<file path="src/rtl/dbc_pkg.sv">
// Shared types for the debounce event scheduler: channel FSM states and event polarity codes.
package dbc_pkg;

  typedef enum logic [1:0] {
    ZERO = 2'd0,
    W1   = 2'd1,
    ONE  = 2'd2,
    W0   = 2'd3
  } dbc_state_t;

  localparam logic EV_PRESS   = 1'b0;
  localparam logic EV_RELEASE = 1'b1;

endpackage

</file>
<file path="src/rtl/dbc_ev_if.sv">
// Button event port: valid/ready handshake carrying channel id, press/release flag and overflow pulse.
interface dbc_ev_if #(
  parameter int N_BTN = 4
);
  localparam int IDW = $clog2(N_BTN);

  logic           ev_valid;
  logic           ev_ready;
  logic [IDW-1:0] ev_id;
  logic           ev_rel;
  logic           ev_ovf;

  modport master (output ev_valid, output ev_id, output ev_rel, output ev_ovf, input ev_ready);
  modport slave  (input ev_valid, input ev_id, input ev_rel, input ev_ovf, output ev_ready);
endinterface

</file>
<file path="src/rtl/dbc_channel.sv">
// One early-detection debounce channel: db follows the first edge at once, then ignores the pin
// for WAIT_TICKS ticks; rise/fall flag the db edges taken on the coming clock edge.
module dbc_channel
  import dbc_pkg::*;
#(
  parameter int WAIT_TICKS = 3
) (
  input  logic clk,
  input  logic reset,
  input  logic btn,
  input  logic tick,
  output logic db,
  output logic rise,
  output logic fall
);

  localparam logic [1:0] WLAST = 2'(WAIT_TICKS - 1);

  dbc_state_t state, state_nxt;
  logic [1:0] wcnt, wcnt_nxt;

  always_ff @(posedge clk) begin
    if (reset) begin
      state <= ZERO;
      wcnt  <= '0;
    end else begin
      state <= state_nxt;
      wcnt  <= wcnt_nxt;
    end
  end

  always_comb begin
    state_nxt = state;
    wcnt_nxt  = wcnt;
    rise      = 1'b0;
    fall      = 1'b0;
    case (state)
      ZERO: if (btn) begin
        state_nxt = W1;
        wcnt_nxt  = '0;
        rise      = 1'b1;
      end
      W1: if (tick) begin
        if (wcnt == WLAST) begin
          state_nxt = btn ? ONE : ZERO;
          fall      = !btn;
        end else begin
          wcnt_nxt = wcnt + 2'd1;
        end
      end
      ONE: if (!btn) begin
        state_nxt = W0;
        wcnt_nxt  = '0;
        fall      = 1'b1;
      end
      W0: if (tick) begin
        if (wcnt == WLAST) begin
          state_nxt = btn ? ONE : ZERO;
          rise      = btn;
        end else begin
          wcnt_nxt = wcnt + 2'd1;
        end
      end
      default: state_nxt = ZERO;
    endcase
  end

  // ZERO is Mealy on btn so a press shows up in the same cycle it is first seen.
  assign db = !reset && (((state == ZERO) && btn) || (state == W1) || (state == ONE));

endmodule

</file>
<file path="src/rtl/dbc_event_scheduler.sv">
// N_BTN debounce channels on one shared tick, press/release edges queued as pending flags and
// served round-robin on a valid/ready port; DBC_RELEASE_EVT_EN enables release events.
module dbc_event_scheduler
  import dbc_pkg::*;
#(
  parameter int N_BTN      = 4,
  parameter int M          = 1_000_000,
  parameter int WAIT_TICKS = 3
) (
  input  logic             clk,
  input  logic             reset,
  input  logic [N_BTN-1:0] btn,
  output logic [N_BTN-1:0] db,
  dbc_ev_if.master         ev
);

  localparam int             IDW       = $clog2(N_BTN);
  localparam int             CW        = $clog2(M);
  localparam logic [CW-1:0]  TICK_LAST = CW'(M - 1);
  localparam logic [IDW-1:0] ID_LAST   = IDW'(N_BTN - 1);

  logic [CW-1:0]    tick_cnt;
  logic             tick;
  logic [N_BTN-1:0] rise, fall;
  logic [N_BTN-1:0] press_pend, rel_pend, req, win_oh, clr_press, clr_rel, press_nxt;
  logic [IDW-1:0]   rr_ptr, win, ptr_nxt, cand;
  logic             found, win_press, load, take, ovf_press, ovf_rel;
  logic             ev_valid_q, ev_rel_q, ev_ovf_q;
  logic [IDW-1:0]   ev_id_q;

  assign tick = (tick_cnt == TICK_LAST);

  always_ff @(posedge clk) begin
    if (reset || tick) tick_cnt <= '0;
    else               tick_cnt <= tick_cnt + 1'b1;
  end

  for (genvar g = 0; g < N_BTN; g++) begin : g_ch
    dbc_channel #(.WAIT_TICKS(WAIT_TICKS)) u_ch (
      .clk  (clk),
      .reset(reset),
      .btn  (btn[g]),
      .tick (tick),
      .db   (db[g]),
      .rise (rise[g]),
      .fall (fall[g])
    );
  end

  assign req = press_pend | rel_pend;

  // First requester at or above rr_ptr, wrapping around.
  always_comb begin
    found = 1'b0;
    win   = '0;
    cand  = '0;
    for (int k = 0; k < N_BTN; k++) begin
      cand = IDW'((int'(rr_ptr) + k) % N_BTN);
      if (!found && req[cand]) begin
        found = 1'b1;
        win   = cand;
      end
    end
  end

  assign win_press = press_pend[win];
  assign load      = !ev_valid_q || ev.ev_ready;
  assign take      = load && found;
  assign win_oh    = take ? (N_BTN'(1) << win) : '0;
  assign clr_press = win_press ? win_oh : '0;
  assign clr_rel   = win_press ? '0 : win_oh;
  assign ptr_nxt   = (win == ID_LAST) ? '0 : win + 1'b1;

  // A set on the same edge as a clear wins; a set onto a surviving flag is an overflow.
  assign press_nxt = rise | (press_pend & ~clr_press);
  assign ovf_press = |(rise & press_pend & ~clr_press);

`ifdef DBC_RELEASE_EVT_EN
  logic [N_BTN-1:0] rel_nxt;
  assign rel_nxt = fall | (rel_pend & ~clr_rel);
  assign ovf_rel = |(fall & rel_pend & ~clr_rel);

  always_ff @(posedge clk) begin
    if (reset) rel_pend <= '0;
    else       rel_pend <= rel_nxt;
  end

  assign ev.ev_rel = ev_rel_q;
`else
  logic unused_rel;
  assign rel_pend   = '0;
  assign ovf_rel    = 1'b0;
  assign unused_rel = ^{fall, clr_rel, ev_rel_q};
  assign ev.ev_rel  = EV_PRESS;
`endif

  always_ff @(posedge clk) begin
    if (reset) begin
      press_pend <= '0;
      rr_ptr     <= '0;
      ev_valid_q <= 1'b0;
      ev_id_q    <= '0;
      ev_rel_q   <= EV_PRESS;
      ev_ovf_q   <= 1'b0;
    end else begin
      press_pend <= press_nxt;
      ev_ovf_q   <= ovf_press || ovf_rel;
      if (load) begin
        ev_valid_q <= found;
        if (found) begin
          ev_id_q  <= win;
          ev_rel_q <= win_press ? EV_PRESS : EV_RELEASE;
          rr_ptr   <= ptr_nxt;
        end
      end
    end
  end

  assign ev.ev_valid = ev_valid_q;
  assign ev.ev_id    = ev_id_q;
  assign ev.ev_ovf   = ev_ovf_q;

endmodule

</file>
<file path="src/flat_wrapper.sv">
// flat-port wrapper written by rule: the top's interface ports become plain ports
module dbc_event_scheduler_flat import dbc_pkg::*;
#(
  parameter int N_BTN      = 4,
  parameter int M          = 1_000_000,
  parameter int WAIT_TICKS = 3
)
  (clk, reset, btn, db, ev_ev_valid, ev_ev_id, ev_ev_rel, ev_ev_ovf, ev_ev_ready);
  dbc_ev_if #(.N_BTN(N_BTN)) ev_i ();
  input  logic clk;
  input  logic reset;
  input  logic [N_BTN-1:0] btn;
  output logic [N_BTN-1:0] db;
  output wire logic [$bits(ev_i.ev_valid)-1:0] ev_ev_valid;
  output wire logic [$bits(ev_i.ev_id)-1:0] ev_ev_id;
  output wire logic [$bits(ev_i.ev_rel)-1:0] ev_ev_rel;
  output wire logic [$bits(ev_i.ev_ovf)-1:0] ev_ev_ovf;
  input wire logic [$bits(ev_i.ev_ready)-1:0] ev_ev_ready;
  assign ev_ev_valid = ev_i.ev_valid;
  assign ev_ev_id = ev_i.ev_id;
  assign ev_ev_rel = ev_i.ev_rel;
  assign ev_ev_ovf = ev_i.ev_ovf;
  assign ev_i.ev_ready = ev_ev_ready;
  dbc_event_scheduler #(.N_BTN(N_BTN), .M(M), .WAIT_TICKS(WAIT_TICKS)) u_core (.clk(clk), .reset(reset), .btn(btn), .db(db), .ev(ev_i));
endmodule
</file>
<file path="config.mk">
export PLATFORM = sky130hd
export DESIGN_NAME = dbc_event_scheduler_flat
export DESIGN_NICKNAME = d
export VERILOG_FILES = /design/src/rtl/dbc_pkg.sv /design/src/rtl/dbc_ev_if.sv /design/src/rtl/dbc_channel.sv /design/src/rtl/dbc_event_scheduler.sv /design/src/flat_wrapper.sv
export SDC_FILE = /design/constraint.sdc
export NUM_CORES = 1
export LEC_CHECK = 0
export ABC_AREA = 1
export BUFFER_PORTS_ARGS = -buffer_cell sky130_fd_sc_hd__buf_2
export CORE_MARGIN = 2
export CORE_UTILIZATION = 45
export CTS_BUF_LIST = sky130_fd_sc_hd__clkbuf_4
export DETAILED_ROUTE_END_ITERATION = 8
export PLACE_DENSITY = 0.72
export SLEW_MARGIN = 10
export SYNTH_ARGS = -nofsm -noshare
export SYNTH_HDL_FRONTEND = slang
export SYNTH_SLANG_ARGS = --single-unit
export TNS_END_PERCENT = 100
</file>
<file path="constraint.sdc">
create_clock -name clk -period 4.7 [get_ports clk]
set_input_delay 1.41 -clock clk [delete_from_list [all_inputs] [get_ports clk]]
set_output_delay 1.41 -clock clk [all_outputs]
set_load 0.005 [all_outputs]
</file>
# Word level (Yosys, flattened, before mapping)
# Cells that the tools add are included.
[totals]
ff_bits = 46
in_bits = 7
word_cells = 198
[classes]
add_sub_neg = 9
order_cmp = 5
n_eq_ne = 38
shift = 1
muxes = 81
n_bitwise = 5
n_reduce_logical = 45
[ops]
columns = ["cell", "n"]
rows = [
  ["$mux 2", 41],
  ["$pmux 2 s3", 8],
  ["$reduce_and 4->1", 8],
  ["$eq 2x2->1 const B", 13],
  ["$ne 2x2->1 const B", 12],
  ["$mux 1", 21],
  ["$add 20x1->20 const B", 1],
  ["$eq 20x20->1 const B", 1],
  ["$ne 2x1->1 const B", 8],
  ["$lt 2x3->1 const B", 5],
  ["$add 2x1->2 const B", 6],
  ["$and 4x4->4", 3],
  ["$logic_and 1x1->1", 12],
  ["$bmux 1 s2", 5],
  ["$logic_or 1x1->1", 10],
  ["$eq 2x1->1 const B", 4],
  ["$logic_not 2->1", 4],
  ["$mux 4", 2],
  ["$pmux 1 s2", 4],
  ["$reduce_or 2->1", 4],
  ["$logic_not 1->1", 5],
  ["$add 2x2->2 const B", 2],
  ["$not 4->4", 1],
  ["$or 4x4->4", 1],
  ["3 further kinds", 3],
]

# Depth between registers and ports, before layout
[logic_depth]
ltp_word = 18
ltp_mapped = 19

# Cells and area by module
# From an unflattened synthesis, not the netlist that was laid out.
[unflattened]
hier_cells = 466
hier_area_um2 = 3198.1
[by_module_without_submodules]
columns = ["mod", "n_inst", "cells_each", "area_each_um2"]
rows = [
  ["dbc_event_scheduler", 1, 250, 1781.7],
  ["dbc_channel", 4, 54, 354.1],
]

# Least setup slack after synthesis
# Ideal clock, no wire load.
[synth_timing]
path_kind = "in2out"
startpoint = "in reset"
endpoint = "out db[0]"
arrival_time_ps = 2108
path_slack_ps = 1182
cell_stages = 4
n_path_buf = 3
cell_sequence = "clkbuf_1 > clkbuf_1 > a21oi_1 > buf_4"
[synth_via]
elab_chain_len = 2
[synth_lines]
columns = ["element", "line_no", "text"]
rows = [
  ["start, declared", "flat_wrapper.sv:11", "input logic reset;"],
  ["$logic_not 1->1", "dbc_channel.sv:69", "assign db = !reset && (((state == ZERO) && btn) || (state == W1) || (state == ONE));"],
  ["$logic_and 1x1->1", "dbc_channel.sv:69", ""],
  ["end, declared", "flat_wrapper.sv:13", "output logic [N_BTN-1:0] db;"],
]
# Every way passes these cells.

# Final worst setup path
[layout_timing]
startpoint = "in reset"
endpoint = "out db[2]"
# The elaborated chain is that of the path after synthesis.

==> impl_metrics.toml <==
[outcome]
status = "finished clean"

[global_routing]
grt_antenna_before_repair = 0
grt_pass1_vias = 2294
grt-ovfl-total = 0
grt_max_degree = 20
grt_pass1_wl_mm = 9.46
grtUsageTotal_pct = 15.5

[clock_tree]
cts_max_level = 2
cts_root_buf = "clkbuf_4"
clock_path_buffers = 2
cts_sinks = 46
clkTransAtPathRegs_ns = 0.14
worst_skew_pair.late_latency_ns = 0.36
cts_tree = "done"
ctsResizeCount = 0
cts_hold_buffers = 0
cts_made_buffers = 5
cts_setup_buffers = 0

[cells_and_area]
diodes = 0
synthToLayoutAreaGrowth_pct = 5.26
drive_gt1_share_pct = 13.2
fin_area_um2 = 3060
fillCellCount = 641
nets = 462

[critical_path]
worstSetupStartpointType = "input port"
arrival_ns = 1.96
worstPathMaxFanout = 17
crit_required_ns = 3.29
end_kind = "primary output"
rr_worst_depth = 16
critical_path_class = "input port to primary output"

[die]
initial_core_util_pct = 46.2
fp-row-count = 29
pin_count = 16
die_x_um = 84.3
die_h_um = 84.3
die-area_um2 = 7110
core_um2 = 6280

[drt]
drt_iter0_markers = 101
wl_mm = 5.03
drc_errors = 0
drt-vias-per-instance = 4.81
avgRoutedWirePerCell_um = 9.90
dr.pass1.iters = 4
dr_total_vias = 2445
drtAntennaViolNets = 0

[sta]
slew_viol_final = 0
worstMarginPinSlew_ns = 0.645
tns_ns = 0
hold_viol = 0
min_period_ns = 3.37
max_freq_mhz = 296
rsz0062_at_grt = "no"
fin_worst_skew_ns = 0.0137
finalSetupViolCount = 0
fin_crit_sh_pct = 71.8
slew_headroom_pct = 56.9

[logic_synthesis]
synthesis.area_um2 = 2900
synthArstFlopShare_pct = 0
syn_area_per_cell_um2 = 6.91
synth_area_leaders = "dfxtp_1, nand2_1, ha_1, inv_1, a21oi_1"
postSynthCellCount = 420
synth_most_common_cell = "nand2_1"
syn-num-nets = 452
netlist_top_cells_count = "nand2_1, inv_1, dfxtp_1, a21oi_1, nor2_1"
synthFlopType = "dfxtp_1"
synth_top_area_cell = "dfxtp_1"
yosysTopAreaCellShare_pct = 31.7
yosysUniqueCellTypes = 36
ys_seq_elements = 46
seq_area_frac_synth_pct = 31.7
synth-edff-count = 0
synth_warnings = 0

[hold_path]
hold_path_class = "flip-flop to flip-flop"
worstHoldPathCells = 1

[power_and_ir_drop]
p_seq_share_pct = 35.4
ir_drop_mv = 0.481
internal_power_mw = 0.814
p_per_area_nw_per_um2 = 492
p_comb_share_pct = 51.9
power_leakage_nw = 1.37
p_clk_share_pct = 12.7
netSwitchingPower_mw = 0.690
switching_share_pct = 45.9

[place]
gp_congestion = 0.795
dp_hpwl_mm = 3.87
post_dp_cell_area_um2 = 3000
io_buffers = 14

[flow_run]
maxCapViolCount = 0
## kinds of logic (layout without fill, tap and decap cells)
logic type,Yosys count,after routing,share of synthesized area [%]
AND/OR/NAND/NOR,191,191,31.2
other,1,1,0.129
XOR/XNOR,5,5,1.51
buffers and inverters,78,89,11.2
AO/OA/AOI/OAI,74,74,13.5
adder cells (fa/ha/maj),25,25,10.8
flip-flops,46,46,31.7
## registers in the layout (all words and copies together) (netlist names), named ones only
signal,count
u_core.ev.ev_id,2
u_core.g_ch.u_ch.state,4
u_core.tick_cnt,20
u_core.ev.ev_valid,1
u_core.g_ch.u_ch.wcnt,8
u_core.press_pend,4
u_core.rr_ptr,2
u_core.ev.ev_ovf,1
## power by group through the flow
stage | Sequential (mW) | Combinational, mW | Clock, mW
2_1_floorplan | 0.519 | 0.668 | 0
3_3_place_gp | 0.539 | 0.768 | 0
3_5_place_dp | 0.540 | 0.780 | 0
4_1_cts | 0.533 | 0.784 | 0.199
5_1_grt | 0.545 | 0.928 | 0.217
6_report | 0.532 | 0.781 | 0.191
## metrics by stage
stage	instances	worst slack, ns	util [%]	hold WS, ns	total power [mW]
2_1_floorplan	420	1.18	-	0.413	1.19
3_3_place_gp	500	1.32	47.7	0.423	1.31
3_5_place_dp	500	1.33	47.7	0.435	1.32
4_1_cts	508	1.33	48.7	0.461	1.52
5_1_grt	508	1.28	48.7	0.468	1.69
6_report	508	1.33	48.7	0.455	1.50
## layout make-up
class	count	area, µm²	share of cell area [%]
clock buffer	6	45.0	1.47
inverter	67	251	8.23
sequential	46	921	30.1
multi-input combinational	296	1660	54.3
tap	77	96.3	3.15
timing repair buffer	14	70.1	2.29
clock inverter	2	13.8	0.450
## critical path, stage by stage
cell and delay (ns):
buf_2 0.32, a21oi_1 0.08, buf_2 0.15
## routing by layer
layer  part of all wire [%]  track usage, %
met2                     46            26.6
met1                     51            20.1
met5                      0               0
met3                    1.9            2.46
met4                   0.82            4.25
## cells in the final DEF (no fill, tap or decap), types with 8 or more instances in the layout
cell	count
a21oi_1	42
nor2_1	39
ha_1	25
inv_1	61
nand3_1	16
nand2_2	8
nand2_1	96
o21ai_0	20
buf_2	14
dfxtp_1	46
## final timing paths
check	slack, ns	end	start
worst max register to register	2.31	u_core.ev.ev_ovf	u_core.rr_ptr[0]
worst min-delay path	0.46	u_core.tick_cnt[0]	u_core.tick_cnt[0]
worst max-delay path	1.33	db[2]	reset
worst min register to register	0.46	u_core.tick_cnt[0]	u_core.tick_cnt[0]
Note: power is estimated with default switching activity, not from simulation.
